File: src/rtl/serial_deframer_if.sv
// rtl/serial_deframer_if.sv - serial input / parallel output bundle for serial_deframer
interface serial_deframer_if #(
  parameter int WIDTH = 8
);
  logic             din;
  logic             din_valid;
  logic [WIDTH-1:0] dout;
  logic             dout_valid;
  logic             busy;
  logic             parity_err;

  modport master (
    output din, din_valid,
    input  dout, dout_valid, busy, parity_err
  );

  modport slave (
    input  din, din_valid,
    output dout, dout_valid, busy, parity_err
  );
endinterface

File: src/rtl/serial_deframer.sv
// rtl/serial_deframer.sv - start-bit framed MSB-first serial-to-parallel receiver
// Optional even-parity check compiled in with `define DEFRAMER_PARITY_EN.
module serial_deframer #(
  parameter int WIDTH = 8
) (
  input logic             clk,
  input logic             reset,
  serial_deframer_if.slave bus
);

  localparam int CW = $clog2(WIDTH);
  localparam logic [CW-1:0] LAST = CW'(WIDTH - 1);

`ifdef DEFRAMER_PARITY_EN
  typedef enum logic [1:0] {IDLE, DATA, PARITY} state_t;
`else
  typedef enum logic [1:0] {IDLE, DATA} state_t;
`endif

  state_t           state_q, state_d;
  logic [CW-1:0]    cnt_q, cnt_d;
  logic [WIDTH-1:0] shreg_q, shreg_d;
  logic [WIDTH-1:0] dout_q, dout_d;
  logic             dout_valid_q, dout_valid_d;
  logic             busy_q, busy_d;
  logic             parity_err_q, parity_err_d;

  always_ff @(posedge clk) begin
    if (reset) begin
      state_q      <= IDLE;
      cnt_q        <= '0;
      shreg_q      <= '0;
      dout_q       <= '0;
      dout_valid_q <= 1'b0;
      busy_q       <= 1'b0;
      parity_err_q <= 1'b0;
    end else begin
      state_q      <= state_d;
      cnt_q        <= cnt_d;
      shreg_q      <= shreg_d;
      dout_q       <= dout_d;
      dout_valid_q <= dout_valid_d;
      busy_q       <= busy_d;
      parity_err_q <= parity_err_d;
    end
  end

  always_comb begin
    state_d      = state_q;
    cnt_d        = cnt_q;
    shreg_d      = shreg_q;
    dout_d       = dout_q;
    dout_valid_d = 1'b0;
    parity_err_d = 1'b0;

    unique case (state_q)
      IDLE: begin
        if (bus.din_valid && bus.din) begin
          state_d = DATA;
          cnt_d   = '0;
        end
      end
      DATA: begin
        if (bus.din_valid) begin
          shreg_d = {shreg_q[WIDTH-2:0], bus.din};
          // Counter stops at LAST so it never wraps.
          if (cnt_q == LAST) begin
`ifdef DEFRAMER_PARITY_EN
            state_d = PARITY;
`else
            dout_d       = {shreg_q[WIDTH-2:0], bus.din};
            dout_valid_d = 1'b1;
            state_d      = IDLE;
`endif
          end else begin
            cnt_d = cnt_q + 1'b1;
          end
        end
      end
`ifdef DEFRAMER_PARITY_EN
      PARITY: begin
        if (bus.din_valid) begin
          dout_d       = shreg_q;
          dout_valid_d = 1'b1;
          parity_err_d = bus.din ^ (^shreg_q);
          state_d      = IDLE;
        end
      end
`endif
      default: state_d = IDLE;
    endcase

    busy_d = (state_d != IDLE);
  end

  assign bus.dout       = dout_q;
  assign bus.dout_valid = dout_valid_q;
  assign bus.busy       = busy_q;
  assign bus.parity_err = parity_err_q;

endmodule

File: src/flat_wrapper.sv
// flat-port wrapper written by rule: the top's interface ports become plain ports
module serial_deframer_flat 
#(
  parameter int WIDTH = 8
)
  (clk, reset, bus_din, bus_din_valid, bus_dout, bus_dout_valid, bus_busy, bus_parity_err);
  serial_deframer_if #(.WIDTH(WIDTH)) bus_i ();
  input logic clk;
  input logic reset;
  input wire logic [$bits(bus_i.din)-1:0] bus_din;
  input wire logic [$bits(bus_i.din_valid)-1:0] bus_din_valid;
  output wire logic [$bits(bus_i.dout)-1:0] bus_dout;
  output wire logic [$bits(bus_i.dout_valid)-1:0] bus_dout_valid;
  output wire logic [$bits(bus_i.busy)-1:0] bus_busy;
  output wire logic [$bits(bus_i.parity_err)-1:0] bus_parity_err;
  assign bus_i.din = bus_din;
  assign bus_i.din_valid = bus_din_valid;
  assign bus_dout = bus_i.dout;
  assign bus_dout_valid = bus_i.dout_valid;
  assign bus_busy = bus_i.busy;
  assign bus_parity_err = bus_i.parity_err;
  serial_deframer #(.WIDTH(WIDTH)) u_core (.clk(clk), .reset(reset), .bus(bus_i));
endmodule
File: config.mk
export PLATFORM = sky130hd
export DESIGN_NAME = serial_deframer_flat
export DESIGN_NICKNAME = d
export VERILOG_FILES = /design/src/rtl/serial_deframer_if.sv /design/src/rtl/serial_deframer.sv /design/src/flat_wrapper.sv
export SDC_FILE = /design/constraint.sdc
export NUM_CORES = 1
export LEC_CHECK = 0
export CAP_MARGIN = 25
export CORE_MARGIN = 3
export CORE_UTILIZATION = 25
export CTS_BUF_LIST = sky130_fd_sc_hd__clkbuf_4
export DETAILED_ROUTE_END_ITERATION = 6
export MAX_ROUTING_LAYER = met4
export PLACE_DENSITY = 0.55
export SKIP_LAST_GASP = 1
export SLEW_MARGIN = 20
export SYNTH_ARGS = -nofsm -noshare
export SYNTH_HDL_FRONTEND = slang
export SYNTH_SLANG_ARGS = --single-unit
export TNS_END_PERCENT = 10
File: constraint.sdc
create_clock -name clk -period 2.1 [get_ports clk]
set_input_delay 0.315 -clock clk [delete_from_list [all_inputs] [get_ports clk]]
set_output_delay 0.315 -clock clk [all_outputs]
set_load 0.01 [all_outputs]
==> summary.md, run 1 <==
| Metric | Value |
|---|---|
| Status | complete, no violations |
| Int Pwr | between 500 and 600 µW |
| Clock sinks | 22 |
| DRT iter0 DRCs | 8 |
| Setup TNS Final | 0 ns |
| Switch Pwr | 143 µW |
| Final critical-path required period | between 1.5 and 2 ns |
| # DRC | 0 |
| Synth Cell Area | 867 µm² |
| Root Driver | clkbuf_4 |
| Detailed placement HPWL | roughly 1100 µm |
| Total CTS buffers | 3 |
| WP data arrival | 1.89 ns |
| Synth warn | 0 |
| Hold Buf Count CTS | 0 |
| Distinct cells, synth | 24 |
| Critical Path Max Stage Delay | roughly 0.47 ns |
| Worst slack at placement | 0.357 ns |
| I/O Buffers | 13 |
| Worst setup path class | flip-flop to flip-flop |
| Lkg Pwr | between 0.0004 and 0.0005 µW |
| Clk_lat worst skew | 0.30 ns |
| Max-cap viol count | 0 |
| Die Area | ~4200 µm² |
| Power Density | around 610 nW/µm² |
| Largest net degree at the start of global routing | 21 |
| Post-Syn Instances | 92 |
| Critical path startpoint category | flip-flop |
| Nets | 112 |
| Initial Util | 0.273 |
| Placed insts | between 100 and 150 |
| Vias/cell | 4.41 |
| Final Max Slew Viols | 0 |
| Vias in the first global route | ~660 |
| Clock Power Share | 0.296 |
| # setup viols final | 0 |
| Post-Syn Area per Cell | roughly 9.4 µm² |
| FMAX | approximately 610 MHz |
| Share of layout cells above drive strength 1 | 0.0476 |
| Non-Filler Instances | 149 |
| Grt total ovfl | 0 |
| Overall via count from detail_route | roughly 660 |
| Fin crit share | 0.786 |
| Flop pwr share | 0.657 |
| Overall Global Routing Usage | 0.0819 |
| Post-CTS Setup Repair Bufs | 0 |
| Routed wire length | roughly 1500 µm |
| Worst-path maximum fanout | 6 |
| CTS H-tree depth | 1 |
| Most frequent CP cell | ha_1 |
| Maximum VDD drop | between 0.1 and 0.15 mV |
| HP Class | flip-flop to flip-flop |
| Cell chain of the critical path | ha_1 -> ha_1 -> and2_1 -> or4_1 -> a21oi_1 |
| DRT Pass-1 Iters | 4 |
| Final hold violations | 0 |
| Initial antenna violation count | 0 |
| Drt wl/cell | 10.1 µm |
| ANT nets after route | 0 |
| Die H | roughly 65 µm |
| Core Util, Final | 0.332 |
| Switch share | 0.221 |
| First-pass GRT wire length | 2770 µm |
| Gate power share | 0.047 |
| Flip-flop and latch count after synthesis | 22 |
| Clock Skew | 0.00252 ns |
| N_diodes | 0 |
| Slowest-stage cell, CP | or4_1 |
| Row count | 20 |
| Routability congestion estimate | between 0.6 and 0.7 |
| Sequential fraction of the synthesis area | 0.508 |
| Clock Tree Buf Depth | 2 |
| Crit. End Element | flip-flop |
| Clk pin slew, worst setup/hold paths | 0.12 ns |
| Die X | around 65 µm |
| Data required time of the critical path | roughly 2.3 ns |
| Post-cts repair resize count | 0 |
| P&R area growth vs syn | 21.6% |
| RSZ-0062 raised after global routing | false |
| Final Worst Setup Slack | roughly 0.45 ns |
| Core box area | about 3200 µm² |
| CTS tree | done |
| I/O pins | 15 |
-- cells by family after synthesis --
| logic type | share of synthesized area |
|---|---|
| other | 0.00432 |
| AO/OA/AOI/OAI | 0.107 |
| buffers and inverters | 0.0447 |
| adder cells (fa/ha/maj) | 0.0289 |
| AND/OR/NAND/NOR | 0.227 |
| multiplexers | 0.0808 |
| flip-flops | 0.508 |
-- per-stage QoR --
step	area, µm²	hold WS [ns]	power (µW)
after floorplan	871	0.432	452
after global placement	1030	0.445	463
after detailed placement	1030	0.446	463
after CTS	1050	0.463	655
after global routing	1050	0.492	687
final	1050	0.460	645
-- cell type report --
type	count	area [µm²]
clock buffers	3	22.5
clock inverters	1	3.75
fillers	343	2120
inverters	1	3.75
multi-input cells	64	392
flip-flops and latches	22	440
well taps	44	55.1
repair buffers	14	138
-- per-layer routing --
layer  up-vias  global-route usage  part of all wire
met3         2              0.0104             0.020
met1       300              0.0994              0.49
met2        11               0.134              0.47
met5         -                   -                 0
li1        344                   -                 -
met4         0              0.0396             0.013
-- flip-flops by register name (all words and copies together), names as in the netlist --
| name | flops |
|---|---|
| u_core.bus.dout_valid | 1 |
| u_core.cnt_q | 3 |
| u_core.bus.busy | 1 |
| u_core.bus.dout | 8 |
| u_core.shreg_q | 7 |
| u_core.state_q | 2 |
-- cells in the mapped netlist (all sizes together) --
library cell  instances  area share
dfxtp                22        0.51
nand2                17       0.074
a21oi                10       0.058
nor2                  9       0.039
mux2i                 7       0.081
buf                   3       0.027
clkbuf                3       0.013
ha                    2       0.029
nand3b                2       0.017
nand4b                2       0.020
nor3                  2       0.012
o311ai                2       0.020
o41ai                 2       0.020
and2                  1      0.0072
and3b                 1       0.010
and4b                 1       0.012
conb                  1      0.0043
inv                   1      0.0043
nand2b                1       0.016
o31ai                 1      0.0087
or4                   1      0.0087
or4b                  1       0.012
-- cell usage in the layout, fill, tap and decap left out, drive strengths merged --
cell type / netlist / final
and4b: 1 / 1
or4: 1 / 1
and2: 1 / 1
o311ai: 2 / 2
ha: 2 / 2
clkdlybuf4s50: 0 / 13
mux2i: 7 / 7
nor3: 2 / 2
or4b: 1 / 1
a21oi: 10 / 10
nand3b: 2 / 2
nand4b: 2 / 2
and3b: 1 / 1
nor2: 9 / 9
clkinv: 0 / 1
conb: 1 / 2
o31ai: 1 / 1
inv: 1 / 1
o41ai: 2 / 2
clkbuf: 3 / 3
nand2: 17 / 17
dfxtp: 22 / 22
buf: 3 / 1
nand2b: 1 / 1
-- final timing paths --
check,start,to,slack (ns),depth (start not counted)
worst max-delay path,u_core.cnt_q[0]$_SDFFE_PP0P_,u_core.cnt_q[2]$_SDFFE_PP0P_,0.45,5
worst max register to register,u_core.cnt_q[0]$_SDFFE_PP0P_,u_core.cnt_q[2]$_SDFFE_PP0P_,0.45,5
worst min register to register,u_core.bus.dout[4]$_SDFFE_PP0P_,u_core.bus.dout[4]$_SDFFE_PP0P_,0.46,2
worst min-delay path,u_core.bus.dout[4]$_SDFFE_PP0P_,u_core.bus.dout[4]$_SDFFE_PP0P_,0.46,2
-- power groups by stage --
stage,combinational (µW),sequential (µW),clock [µW]
2_1_floorplan,20.4,432,0
3_3_place_gp,29.8,433,0
3_5_place_dp,30.3,433,0
4_1_cts,30.3,424,201
5_1_grt,33.2,425,229
6_report,30.2,424,191
-- worst max-delay path, delay by kind of cell, from the launching register on --
| family | cells | cell delay, ns |
|---|---|---|
| compound gates | 1 | 0.14 |
| simple gates | 2 | 0.70 |
| flops | 1 | 0.34 |
| fa+ha+maj | 2 | 0.41 |
Note: power is estimated with default switching activity, not from simulation.
==> inputs of run 2 (changes only) <==
Settings changed: PLACE_DENSITY 0.55 to 0.56.
Clock period 2.1 ns to 1.4 ns, I/O delays scaled along.
==> summary.md, run 2 (synthesized netlist as in run 1, its figures left out) <==
| Metric | Value |
|---|---|
| Initial Util | 0.273 |
| I/O Buffers | 13 |
| Critical Path Max Stage Delay | roughly 0.47 ns |
| N_diodes | 0 |
| P&R area growth vs syn | 37.7% |
| Status | complete, but fails checks |
| Routed wire length | around 1700 µm |
| Vias in the first global route | roughly 690 |
| # DRC | 0 |
| ANT nets after route | 0 |
| DRT iter0 DRCs | a little over 50 |
| CTS tree | done |
| Final critical-path required period | roughly 1.5 ns |
| HP Class | flip-flop to flip-flop |
| Largest net degree at the start of global routing | 21 |
| Max reg flops | 8 |
| Worst-path maximum fanout | 2 |
| RSZ-0062 raised after global routing | true |
| Area taken by multi-input logic gates | 427 µm² |
| Hold depth | 2 |
| CTS H-tree depth | 1 |
| Lkg Pwr | between 0.0004 and 0.0005 µW |
| Clock sinks | 22 |
| Grt total ovfl | 0 |
| Clk pin slew, worst setup/hold paths | between 0.1 and 0.15 ns |
| Share of layout cells above drive strength 1 | 0.191 |
| Overall Power | around 1200 µW |
| Die X | ~65 µm |
| Min-delay src | u_core.bus.dout[2]$_SDFFE_PP0P_ |
| Filler cells | 330 |
| Power Density | roughly 990 nW/µm² |
| Commonest non-fill, non-tap cell in the layout | dfxtp_1 |
| Max-cap viol count | 0 |
| Row count | 20 |
| Fin crit share | 1.04 |
| Min-Delay Endpoint | u_core.bus.dout[2]$_SDFFE_PP0P_ |
| Commonest cells after routing, fill and taps aside | dfxtp_1 (20), nand2_1 (17), clkdlybuf4s50_1 (13) |
| Failing checks | negative setup slack |
| Final hold violations | 0 |
| Critical path startpoint category | flip-flop |
| Worst setup path class | flip-flop to flip-flop |
| Drt wl/cell | between 10 and 15 µm |
| Clk_lat worst skew | roughly 0.31 ns |
| Cell chain of the critical path | ha_4 -> ha_4 -> and2_4 -> or4_1 -> a21oi_1 |
| Reg2reg start | u_core.cnt_q[0]$_SDFFE_PP0P_ |
| Register area | between 400 and 500 µm² |
| DRT Pass-1 Iters | 4 |
| FMAX | 686 MHz |
| WP data arrival | between 1.5 and 2 ns |
| Slowest-stage cell, CP | or4_1 |
| R2r setup slk | -0.06 ns |
| Nets | around 120 |
| Clock Skew | about 0.0082 ns |
| Final Max Slew Viols | 0 |
| Maximum VDD drop | 0.370 mV |
| Overall via count from detail_route | roughly 700 |
| Most frequent CP cell | ha_4 |
| Die H | roughly 65 µm |
| # setup viols final | 4 |
| Total CTS buffers | 3 |
| Final Instance Area | 1190 µm² |
| Data required time of the critical path | between 1.5 and 2 ns |
| Overall Global Routing Usage | 0.0857 |
| Worst slack at placement | -0.186 ns |
| I/O pins | 15 |
| Initial antenna violation count | 0 |
| Core box area | ~3200 µm² |
| Placed cell areas | 1120 µm² |
| First-pass GRT wire length | 2840 µm |
| Crit. End Element | flip-flop |
| Vias/cell | about 4.4 |
| Root Driver | clkbuf_4 |
| RR Endpoint | u_core.cnt_q[2]$_SDFFE_PP0P_ |
| Clock Tree Buf Depth | 2 |
| Die Area | roughly 4200 µm² |
| Detailed placement HPWL | approximately 1200 µm |
| Final Worst Setup Slack | -0.0569 ns |
| Hold Buf Count CTS | 0 |
| Routability congestion estimate | roughly 0.79 |
| R2R depth | 5 |
## run 2: per-layer routing
layer / vias up / GRT usage / wire, µm
met2: 8 / 0.143 / 800
met3: 2 / 0.0104 / 30
met5: - / - / 0
met4: 0 / 0.0396 / 25
met1: 328 / 0.103 / 801
li1: 363 / - / -
## run 2: critical path, delay by kind of cell (launching register included)
family                   cells  cell delay [ns]
flip-flops                   1             0.36
AO/OA/AOI/OAI                1             0.13
AND/OR/NAND/NOR              2             0.60
adder cells (fa/ha/maj)      2             0.31
## run 2: how the worst max path moves through the flow
| stage | cells after the start | startpoint | end | slack (ns) |
|---|---|---|---|---|
| floorplan | 5 | u_core.cnt_q[1]$_SDFFE_PP0P_ | u_core.cnt_q[2]$_SDFFE_PP0P_ | 0.001 |
| global placement | 4 | bus_din_valid | u_core.cnt_q[2]$_SDFFE_PP0P_ | -0.13 |
| detailed placement | 4 | bus_din_valid | u_core.cnt_q[2]$_SDFFE_PP0P_ | -0.19 |
| CTS | 5 | u_core.cnt_q[0]$_SDFFE_PP0P_ | u_core.cnt_q[2]$_SDFFE_PP0P_ | -0.08 |
| global route | 5 | u_core.cnt_q[0]$_SDFFE_PP0P_ | u_core.cnt_q[2]$_SDFFE_PP0P_ | -0.1 |
| finish | 5 | u_core.cnt_q[0]$_SDFFE_PP0P_ | u_core.cnt_q[2]$_SDFFE_PP0P_ | -0.06 |
## run 2: where the power goes
part,switching (µW),internal [µW],total (µW)
registers,6.75,630,637
logic,28.2,28.1,56.4
clock network,195,289,485
total,230,947,1180
## run 2: timing repair
item,in CTS,in global routing
pin swaps,4,1
endpoints found under the setup margin,9,13
setup buffers,2,0
gates resized for setup,0,1
## run 2: stage by stage
| step | std cells | TNS, ns | utilization | hold WS (ns) |
|---|---|---|---|---|
| 3_3_place_gp | 153 | -0.967 | 0.352 | 0.444 |
| 3_5_place_dp | 153 | -1.36 | 0.352 | 0.447 |
| 5_1_grt | 159 | -0.797 | 0.376 | 0.482 |
| 2_1_floorplan | 93 | 0 | - | 0.346 |
| 4_1_cts | 159 | -0.172 | 0.373 | 0.465 |
| 6_report | 159 | -0.0798 | 0.376 | 0.463 |
## run 2: area by class of cell
type	instances	share of cell area
flip-flops and latches	22	0.371
multi-input cells	64	0.357
repair buffers	24	0.178
well taps	44	0.0461
clock inverters	1	0.0252
clock buffers	3	0.0189
inverters	1	0.00314
